## src/rtl/ipad_fill_ctrl.sv

```systemverilog
// Write-side controller for the PE input-pixel scratchpad: circular-buffer writes,
// fill accounting against datapath releases, and per-tile pixel budgeting.
module ipad_fill_ctrl #(
  parameter int DEPTH = 16,
  parameter int DWD   = 16,
  parameter int AWD   = $clog2(DEPTH),
  parameter int LWD   = 16
) (
  input  logic           i_clk,
  input  logic           i_rst_n,
  input  logic           i_start,
  input  logic [LWD-1:0] i_tile_len,
  input  logic           i_flush,
  input  logic           i_ipix_valid,
  input  logic [DWD-1:0] i_ipix_data,
  output logic           o_ipix_ready,
  output logic           o_wen,
  output logic [AWD-1:0] o_waddr,
  output logic [DWD-1:0] o_wdata,
  input  logic           i_rel_valid,
  input  logic [AWD:0]   i_rel_cnt,
  output logic [AWD-1:0] o_rd_base,
  output logic [AWD:0]   o_avail_cnt,
  output logic           o_busy,
  output logic           o_tile_done,
  output logic           o_error
);

  typedef enum logic [1:0] {
    ST_IDLE,
    ST_FILL,
    ST_DRAIN
  } state_t;

  localparam logic [AWD:0] FULL_CNT = (AWD + 1)'(DEPTH);

  state_t         state_q, state_d;
  logic [AWD-1:0] wptr_q, wptr_d;
  logic [AWD-1:0] base_q, base_d;
  logic [AWD:0]   avail_q, avail_d;
  logic [LWD-1:0] remain_q, remain_d;
  logic           error_q, error_d;
  logic           done_q, done_d;

  logic           ready;
  logic           accept;
  logic           rel_ok;
  logic [AWD:0]   rel_amt;

  // Ready depends only on registered fill; flush masks it so nothing is accepted while aborting.
  assign ready   = (state_q == ST_FILL) && (avail_q != FULL_CNT) && !i_flush;
  assign accept  = ready && i_ipix_valid;
  // Legality is judged against entries present before this cycle's write.
  assign rel_ok  = i_rel_valid && (i_rel_cnt != '0) && (i_rel_cnt <= avail_q);
  assign rel_amt = rel_ok ? i_rel_cnt : '0;

  always_comb begin
    // NOTE: every variable gets a default before any branch so no latch is inferred.
    state_d  = state_q;
    wptr_d   = wptr_q;
    base_d   = base_q;
    avail_d  = avail_q;
    remain_d = remain_q;
    error_d  = error_q;
    done_d   = 1'b0;

    if (i_flush) begin
      state_d  = ST_IDLE;
      wptr_d   = '0;
      base_d   = '0;
      avail_d  = '0;
      remain_d = '0;
      error_d  = 1'b0;
    end else begin
      if (accept) begin
        wptr_d   = wptr_q + AWD'(1);
        remain_d = remain_q - LWD'(1);
      end
      avail_d = avail_q + (AWD + 1)'(accept) - rel_amt;
      // Low bits only: releasing DEPTH entries leaves the base where it was.
      if (rel_ok) base_d = base_q + i_rel_cnt[AWD-1:0];
      if (i_rel_valid && !rel_ok) error_d = 1'b1;

      unique case (state_q)
        ST_IDLE: begin
          if (i_start && (i_tile_len != '0)) begin
            state_d  = ST_FILL;
            remain_d = i_tile_len;
          end
        end
        ST_FILL: begin
          if (accept && (remain_q == LWD'(1))) state_d = ST_DRAIN;
        end
        ST_DRAIN: begin
          if (avail_d == '0) begin
            state_d = ST_IDLE;
            done_d  = 1'b1;
          end
        end
        default: state_d = ST_IDLE;
      endcase
    end
  end

  // NOTE: state registers use non-blocking assignments so every flop samples pre-edge values.
  always_ff @(posedge i_clk) begin
    if (!i_rst_n) begin
      state_q  <= ST_IDLE;
      wptr_q   <= '0;
      base_q   <= '0;
      avail_q  <= '0;
      remain_q <= '0;
      error_q  <= 1'b0;
      done_q   <= 1'b0;
    end else begin
      state_q  <= state_d;
      wptr_q   <= wptr_d;
      base_q   <= base_d;
      avail_q  <= avail_d;
      remain_q <= remain_d;
      error_q  <= error_d;
      done_q   <= done_d;
    end
  end

  assign o_ipix_ready = ready;
  assign o_wen        = accept;
  assign o_waddr      = wptr_q;
  assign o_wdata      = accept ? i_ipix_data : '0;
  assign o_rd_base    = base_q;
  assign o_avail_cnt  = avail_q;
  assign o_busy       = (state_q != ST_IDLE);
  assign o_tile_done  = done_q;
  assign o_error      = error_q;

endmodule

```

## config.mk

```make
export PLATFORM = sky130hd
export DESIGN_NAME = ipad_fill_ctrl
export DESIGN_NICKNAME = d
export VERILOG_FILES = /design/src/rtl/ipad_fill_ctrl.sv
export SDC_FILE = /design/constraint.sdc
export NUM_CORES = 1
export LEC_CHECK = 0
export ABC_AREA = 1
export BUFFER_PORTS_ARGS = -buffer_cell sky130_fd_sc_hd__clkbuf_2
export CAP_MARGIN = 20
export CORE_MARGIN = 5
export CORE_UTILIZATION = 55
export DETAILED_ROUTE_END_ITERATION = 8
export GPL_TIMING_DRIVEN = 0
export PLACE_DENSITY = 0.85
export SKIP_LAST_GASP = 1
export SYNTH_ARGS = -nofsm -noshare
export SYNTH_HDL_FRONTEND = slang
export SYNTH_SLANG_ARGS = --single-unit
```

## constraint.sdc

```tcl
create_clock -name i_clk -period 4.76 [get_ports i_clk]
set_input_delay 0.952 -clock i_clk [delete_from_list [all_inputs] [get_ports i_clk]]
set_output_delay 0.952 -clock i_clk [all_outputs]
set_load 0.1 [all_outputs]
```

# Word-level counts from Yosys, hierarchy flattened
# Cells that the tools add are included.
dict set report word_totals {
  ff_bits 33
  latch_bits 0
  ram_bits 0
  romBits 0
  in_bits 43
  output_inout_bits 34
  wordCells 50
  memories 0
}
dict set report op_classes {
  addsub 5
  mul 0
  div 0
  n_lt_le_gt_ge 1
  n_eq_ne 7
  n_shift 0
  mux 10
  n_bitwise 2
  reduce_logical 18
}
# cell n
set ops {}
lappend ops {{$mux 16} 4}
lappend ops {{$eq 16x1->1 const B} 1}
lappend ops {{$reduce_bool 16->1} 1}
lappend ops {{$sub 16x1->16 const B} 1}
lappend ops {{$logic_and 1x1->1} 8}
lappend ops {{$mux 2} 3}
lappend ops {{$pmux 2 s3} 1}
lappend ops {{$add 5x1->5} 1}
lappend ops {{$le 5x5->1} 1}
lappend ops {{$logic_not 5->1} 1}
lappend ops {{$mux 5} 1}
lappend ops {{$ne 5x5->1 const B} 1}
lappend ops {{$reduce_bool 5->1} 1}
lappend ops {{$sub 5x5->5} 1}
lappend ops {{$add 4x1->4 const B} 1}
lappend ops {{$add 4x4->4} 1}
lappend ops {{$ne 2x2->1 const B} 2}
lappend ops {{$reduce_and 3->1} 1}
lappend ops {{$reduce_or 3->1} 1}
lappend ops {{$eq 2x1->1 const B} 1}
lappend ops {{$eq 2x2->1 const B} 1}
lappend ops {{$logic_not 1->1} 2}
lappend ops {{$logic_not 2->1} 1}
lappend ops {{$ne 2x1->1 const B} 1}
lappend ops {{4 further kinds} 5}

# Logic depth before layout (Yosys ltp)
# Gate-level depths: netlist of run 1.
dict set report logic_depth {
  depth_word 9
  mapped_depth 24
  mapped_depth_nobuf 24
}

# Least setup slack after synthesis of run 1
# OpenSTA, ideal clock, no wires.
dict set report synth_timing {
  path_type {register to output}
  start {register avail_q[1], in the netlist o_avail_cnt[1]}
  end {output o_wdata[10]}
  t_arrival_ns 2.929
  required_time_ns 3.808
  path_slack_ns 0.879
  path_stages_with_launch 6
  n_path_buf 1
  cell_sequence {dfxtp_1 inv_1 nand4_1 nand3_4 buf_1 nor2_1}
}
dict set report synth_between {
  elab_chain_len 5
}
# item line
set synth_rtl {}
lappend synth_rtl {{start, declared} 40} ;# logic [AWD:0] avail_q, avail_d;
lappend synth_rtl {{start signal, assigned} 119} ;# avail_q <= avail_d;
lappend synth_rtl {{$ne 5x5->1} 51} ;# assign ready = (state_q == ST_FILL) && (avail_q != FULL_CNT) && !i_flush;
lappend synth_rtl {{$logic_and 1x1->1 (2 in a row)} 51}
lappend synth_rtl {{$logic_and 1x1->1} 52} ;# assign accept = ready && i_ipix_valid;
lappend synth_rtl {{$mux 16} 129} ;# assign o_wdata = accept ? i_ipix_data : '0;
lappend synth_rtl {{end, declared} 19} ;# output logic [DWD-1:0] o_wdata,
# Every way passes these cells.

# Final worst setup path of run 1
dict set report layout_timing {
  start {input i_rel_cnt[2]}
  end {register state_q[1]}
}
dict set report layout_between {
  elab_chain_len 8
}
# item line
set layout_rtl {}
lappend layout_rtl {{start, declared} 21} ;# input logic [AWD:0] i_rel_cnt,
lappend layout_rtl {{branches (longest 3 deep; another with $le 5x5->1)} n/a}
lappend layout_rtl {{$mux 5 *} 55} ;# assign rel_amt = rel_ok ? i_rel_cnt : '0;
lappend layout_rtl {{$sub 5x5->5 *} 79} ;# avail_d = avail_q + (AWD + 1)'(accept) - rel_amt;
lappend layout_rtl {{$logic_not 5->1 *} 95} ;# if (avail_d == '0) begin
lappend layout_rtl {{$ne 2x2->1 (no source line) *} n/a}
lappend layout_rtl {{$reduce_and 3->1 (no source line) *} n/a}
lappend layout_rtl {{end signal, assigned} 116} ;# state_q <= state_d;
lappend layout_rtl {{end, declared} 37} ;# state_t state_q, state_d;
# Every way passes the cells marked *.
# A chain may end at the register's enable or synchronous reset.

==> results of run 1 <==
stage by stage:
stage | instances | setup WS (ns) | power (mW)
floorplan | 379 | 0.879 | 0.629
global placement | 507 | 0.992 | 0.704
detailed placement | 507 | 0.934 | 0.716
CTS | 515 | 1.23 | 1.03
global route | 515 | 0.967 | 1.10
finish | 515 | 1.23 | 1.03
layout by cell type, fill, tap and decap left out, types with 3 or more instances in the layout:
cell type,instances
nor2_1,70
clkbuf_2,76
nand4_1,3
a21oi_1,19
buf_2,3
nor2_2,5
o21ai_0,28
nand2_2,3
clkbuf_8,5
ha_1,19
dfxtp_1,33
o21ai_1,3
nand2_1,67
o21bai_1,7
xor2_1,15
inv_1,66
nand3_1,14
where the power goes:
part           internal, mW  switching, mW  total (mW)
clock network         0.208          0.110       0.318
registers             0.294         0.0182       0.312
logic                 0.121          0.280       0.401
total                 0.623          0.409        1.03
cell usage after synthesis:
library cell and count:
o21ai_0 28, ha_1 19, nand4_1 3, a21o_1 1
buf_1 1, buf_6 1, nand2_2 3, inv_1 66
nand2_1 67, clkbuf_1 2, o21bai_1 7, nor4_1 1
or2_2 1, dfxtp_1 33, a211oi_1 1, nand3_1 14
nand3_4 1, a31oi_1 2, inv_2 2, buf_2 3
a21oi_1 19, nor2_4 2, o21ai_1 3, buf_4 1
nand3_2 1, xor2_1 15, nor2_1 70, clkinv_1 2
nor3_1 2, nand3b_1 1, fa_1 2, nor2_2 5
layer usage:
layer | global-route usage (%) | routed length (um) | share of wire [%] | vias to the layer above
li1 | - | - | - | 1351
met2 | 38.2 | 3280 | 51 | 93
met4 | 7.52 | 121 | 1.9 | 0
met5 | 0 | 0 | 0 | -
met3 | 5.32 | 449 | 6.9 | 15
met1 | 25.9 | 2620 | 40 | 1161
worst max path at each step:
| stage | startpoint | endpoint | slack [ns] | depth (start not counted) |
|---|---|---|---|---|
| after floorplan | o_avail_cnt[1] | o_wdata[10] | 0.88 | 5 |
| after global placement | i_rel_cnt[1] | state_q[1] | 0.99 | 23 |
| after detailed placement | i_rel_cnt[2] | state_q[1] | 0.93 | 23 |
| after CTS | i_rel_cnt[2] | state_q[1] | 1.23 | 23 |
| after global routing | i_rel_cnt[2] | state_q[1] | 0.97 | 22 |
| final | i_rel_cnt[2] | state_q[1] | 1.23 | 22 |
state kept, by name, indices dropped and copies added (netlist names):
name         flops
remain_q        16
o_avail_cnt      5
o_rd_base        4
o_waddr          4
state_q          2
o_error          1
o_tile_done      1
logic make-up after synthesis:
| logic type | after synthesis | synth area share [%] |
|---|---|---|
| adder cells (fa/ha/maj) | 21 | 11.4 |
| AO/OA/AOI/OAI | 61 | 13.5 |
| AND/OR/NAND/NOR | 171 | 30.0 |
| flip-flops | 33 | 27.1 |
| XOR/XNOR | 15 | 5.38 |
| buffers and inverters | 78 | 12.6 |
worst min-delay path: cells and delay by family, from the launching register on:
family	cells	cell delay [ns]
AO/OA/AOI/OAI	1	0.05
buffers and inverters	1	0.06
flip-flops	1	0.31
area by class of cell:
class | instances | area share, %
clock inverters | 3 | 2.15
clock buffers | 5 | 2.28
flip-flops and latches | 33 | 21.9
multi-input cells | 268 | 48.8
well taps | 52 | 2.15
inverters | 70 | 8.70
plain buffers | 8 | 1.49
repair buffers | 76 | 12.6
==> impl_results.md, run 1 <==
- Result of the run: finished, final reports clean
- Cell variety after synth: 32
- Number of global-route vias before repair: 2477
- Routed len/inst: 12.6 um
- Register-to-register path setup slack: 1.58 ns
- Via count normalized by instance count: 5.09
- Area of the die: 0.00587 sq mm
- Flip-flop and latch count after synthesis: 33
- Post-synth design cell area: 0.00244 sq mm
- Initial antenna violation count: 0
- Worst hold slack: 0.466 ns
- Maximum number of pins on one net before global-route repair: 12
- Antenna diode count: 0
- Data arrival, critical path: 3.74 ns
- Post-Syn Nets: 443
- Remaining antenna violation count: 0
- Tcrit/Tclk final: 74.1%
- Max-cap check violation count: 0
- Count of vias placed by the detailed router: 2620
- Standby leakage power: 1.64 nW
- Register area: 661 sq um
- Number of I/O port buffers: 76
- CTS Sinks: 33
- Cells on Worst Hold Path: 2
- Worst-Margin Slew: 0.553 ns
- Per-instance average area after synthesis: 6.44 sq um
- Starting DRC count in detailed routing: 208
- CTS HTree Levels: 2
- Synth area leaders: dfxtp_1 (27%), nor2_1 (11%), nand2_1 (10%), inv_1 (10%), ha_1 (9.7%)
- Largest voltage drop on the vdd net: 286 uV
- Share of final-layout standard cells stronger than drive strength 1: 22.5%
- Unrepaired setup endpoints after global routing: false
- Cells along the critical path: clkbuf_2 > ha_1 > nand2_1 > nor2_1 > nand2_1 > nand2_1 > nand2_1 > nor2_1 > ha_1 > inv_1 > ha_1 > inv_1 > fa_1 > inv_1 > nand3_1 > nand2_1 > nand2_1 > nand2_1 > nand4_1 > nand3_1 > nand2_1 > a21oi_1
- Number of filler instances in the final layout: 366
- Hold buffer count at CTS: 0
- Normalized max-slew margin: 63.3%
- Count of TritonRoute iterations in the first routing pass: 5
- Critical register-to-register path startpoint: o_avail_cnt[1]
- First-pass GRT wire length: 10800 um
- HPWL after detailed placement: 5210 um
- Largest stage delay on the critical path: 0.39 ns
- Die W: 76.6 um
- Family with the most delay on the worst path: simple AND/OR/NAND/NOR gates
- Synth warnings: 0
- Number of primary I/O pins: 77
- Area growth syn-to-layout: 23.7%
- Final hold violations: 0
- Most frequent cell on the critical path: nand2_1
- Startpoint of the worst hold path: o_rd_base[3]
- Type of the most critical hold path: reg2reg
- Power density over cell area: 342 mW/mm^2
- Final core utilization: 69.8%
- Biggest area consumer among synthesized cells: dfxtp_1
- Setup violators final: 0
- Area share of the leading cell type in the synthesized netlist: 27.1%
- Number of CTS-inserted buffers: 5
- Worst Skew: 0.0114 ns
- Multi-input combinational cell area: 0.00147 sq mm
- Final-report max-slew violation count: 0
- R2r endpoint: state_q[1]
- Worst r2r path cells: 22
- Startpoint type of the worst setup path: input pin
- Die Y: 76.6 um
- Total Nets Final: 526
- DRC violations left: 0
- Number of gates resized after CTS: 0
- Number of buffers between clock root and the deepest sink: 2
- WS Path Type: in2reg
- Core ar.: 0.00432 sq mm
- Data required time of the critical path: 4.97 ns
- Num rows: 24
- Final setup TNS: 0 ns
- Setup fix buffers added after clock tree synthesis: 0
- Worst-skew pair later-pin latency: 0.29 ns
- GP Congestion: 0.948
- Clock transition at the registers of the reported paths: 0.07 ns
- Syn Inst Count: 379
- Sequential-to-total area share from yosys stat: 27.1%
- Initial core utilization: 56.5%
- Minimum clock period: 3.53 ns
- WHS Endpoint: o_rd_base[3]
- Type of element capturing the critical path: flop
- Combined global-route utilization of all metal layers: 21.9%
- Global route overflow: 0
- Worst path buffer plus inverter count: 4
- CTS tree: done
- Highest clock frequency the design can meet: 0.283 GHz
- Slowest-stage cell, CP: fa_1
- DRT Wirelength: 6470 um
- Area after DPL: 0.00289 sq mm
- Root buffer cell: clkbuf_8
- Maximum fanout count along the critical path: 4
- Final non-filler cell area: 0.00302 sq mm
No activity file was read; power rests on OpenSTA's default activity.
==> run 2, diff against run 1 <==
- CORE_UTILIZATION: 55 -> 47
- PLACE_DENSITY: 0.85 -> 0.77
- clock period: 4.76 -> 3 ns (I/O delays scaled with it)
==> impl_results.md, run 2 (synthesized netlist as in run 1, its figures left out) <==
- Result of the run: finished, final reports clean
- Final core utilization: 65.2%
- Initial antenna violation count: 0
- Highest clock frequency the design can meet: 0.338 GHz
- Most used cells in the layout excluding fill and tap cells: clkbuf_2 (73), inv_1 (60), nand2_1 (58)
- Switching power summed over all nets: 708 uW
- Cells along the critical path: clkbuf_2 > ha_4 > nand2_4 > nor2_4 > nand2_2 > nand3_2 > nand2_2 > nand2_4 > buf_4 > inv_8 > nand2_1 > ha_1 > ha_1 > a21oi_1 > a21o_1 > nand2_1 > nor2_1 > nand3_2 > nand2_1 > a21oi_1
- Standby leakage power: 1.67 nW
- Power share of the combinational group: 47.7%
- Type of element capturing the critical path: flop
- Share of final-layout standard cells stronger than drive strength 1: 33.9%
- Number of global-route vias before repair: 2381
- Switching share of total power: 43.6%
- Data required time of the critical path: 3.17 ns
- Number of filler instances in the final layout: 458
- Maximum fanout count along the critical path: 4
- Setup violators final: 0
- Relative contribution of sequential cells to total power: 31.0%
- Maximum number of pins on one net before global-route repair: 19
- Global route overflow: 0
- Antenna diode count: 0
- Combined global-route utilization of all metal layers: 19.9%
- WS Path Type: in2reg
- Multi-input combinational cell area: 0.00172 sq mm
- Most common cell after layout, fill and taps aside: clkbuf_2
- Number of CTS-inserted buffers: 5
- Power density over cell area: 490 mW/mm^2
- Tcrit/Tclk final: 98.8%
- Final hold violations: 0
- Clock transition at the registers of the reported paths: 0.07 ns
- Final-report max-slew violation count: 0
- Die W: 82.1 um
- Worst Skew: 0.00542 ns
- Share of total power in the clock network: 21.2%
- Largest stage delay on the critical path: 0.36 ns
- HPWL after detailed placement: 5100 um
- Area of the die: 0.00674 sq mm
- DRT Wirelength: 6500 um
- Most frequent cell on the critical path: nand2_1
- Data arrival, critical path: 3.14 ns
- Num rows: 26
- Initial core utilization: 48.1%
- Count of TritonRoute iterations in the first routing pass: 4
- Root buffer cell: clkbuf_8
- First-pass GRT wire length: 10400 um
- Post-placement cell count: 525
- Via count normalized by instance count: 4.86
- Core ar.: 0.00507 sq mm
- Final total power: 1.62 mW
- Non-filler instance count after layout: 536
- Startpoint type of the worst setup path: input pin
- CTS Sinks: 33
- Pre-CTS WS: -0.448 ns
- Normalized max-slew margin: 63.3%
- Routed len/inst: 12.1 um
- CTS HTree Levels: 2
- Number of primary I/O pins: 77
- Die Y: 82.1 um
- Minimum clock period: 2.96 ns
- Area growth syn-to-layout: 35.6%
- Number of I/O port buffers: 76
- DRC violations left: 0
- Max-cap check violation count: 0
- CTS tree: done
- Register area: 677 sq um
- Largest register by flop count: remain_q
- Max FFs per register: 16
- Final Worst Setup Slack: 0.0371 ns
- Slowest-stage cell, CP: ha_1
- Total Nets Final: 530
- Unrepaired setup endpoints after global routing: true
- Internal Pwr Total: 915 uW
- GP Congestion: 0.926
- Number of buffers between clock root and the deepest sink: 2
- Largest voltage drop on the vdd net: 415 uV
- Remaining antenna violation count: 0
- Worst-skew pair later-pin latency: 0.29 ns
- Count of vias placed by the detailed router: 2605
- Starting DRC count in detailed routing: 146
- Worst-Margin Slew: 0.553 ns
- Type of the most critical hold path: reg2reg
## run 2: cell types whose count changed in the layout (fill, tap and decap cells not counted), sizes merged
cell	before	now
clkinv	3	2
bufinv	2	0
clkbuf	83	82
buf	6	13
## run 2: cell type report
| class | count | share of cell area [%] |
|---|---|---|
| Tap cell | 70 | 2.65 |
| Timing Repair Buffer | 81 | 12.8 |
| Multi-Input combinational cell | 268 | 52.0 |
| Sequential cell | 33 | 20.4 |
| Buffer | 7 | 1.25 |
| Clock buffer | 7 | 2.61 |
| Inverter | 70 | 8.24 |
## run 2: path summary, 6_finish.rpt
kind	start	endpoint	slack (ns)	cells after the start
worst max register to register	o_avail_cnt[4]	state_q[1]	0.06	20
worst min register to register	o_rd_base[3]	o_rd_base[3]	0.47	2
worst min-delay path	o_rd_base[3]	o_rd_base[3]	0.47	2
worst max-delay path	i_rel_cnt[4]	state_q[1]	0.04	20
## run 2: metrics by stage
| stage | hold slack, ns | setup TNS (ns) | instance area (sq um) |
|---|---|---|---|
| after floorplan | 0.495 | -0.0232 | 2550 |
| after global placement | 0.451 | -0.906 | 3020 |
| after detailed placement | 0.461 | -1.13 | 3020 |
| after CTS | 0.473 | 0 | 3120 |
| after global routing | 0.506 | -0.0822 | 3310 |
| final | 0.469 | 0 | 3310 |
## run 2: routing by layer
layer	up-vias	part of all wire, %	GRT usage [%]
met5	-	0	0
met4	0	2.4	7.97
met3	14	5.6	5.37
met2	66	50	34.4
met1	1179	42	23.2
li1	1346	-	-
## run 2: timing repair
action / in CTS / in global routing
pin swaps: 4 / 14
hold buffers: 0 / 0
setup buffers: 1 / 4
cloned: 0 / 0
resized for setup: 6 / 40
endpoints found under the setup margin: 6 / 3
## run 2: worst max-delay path, delay by kind of cell
| family | cells | cell delay [ns] |
|---|---|---|
| AO/OA/AOI/OAI | 3 | 0.46 |
| AND/OR/NAND/NOR | 11 | 0.87 |
| adder cells (fa/ha/maj) | 3 | 0.88 |
| buffers and inverters | 3 | 0.31 |
## run 2: power groups by stage
stage,Clock (mW),Combinational (mW),Sequential [mW]
after global routing,0.375,0.850,0.507
after floorplan,0,0.387,0.625
after CTS,0.355,0.661,0.500
after global placement,0,0.627,0.509
after detailed placement,0,0.643,0.509
final,0.345,0.774,0.504
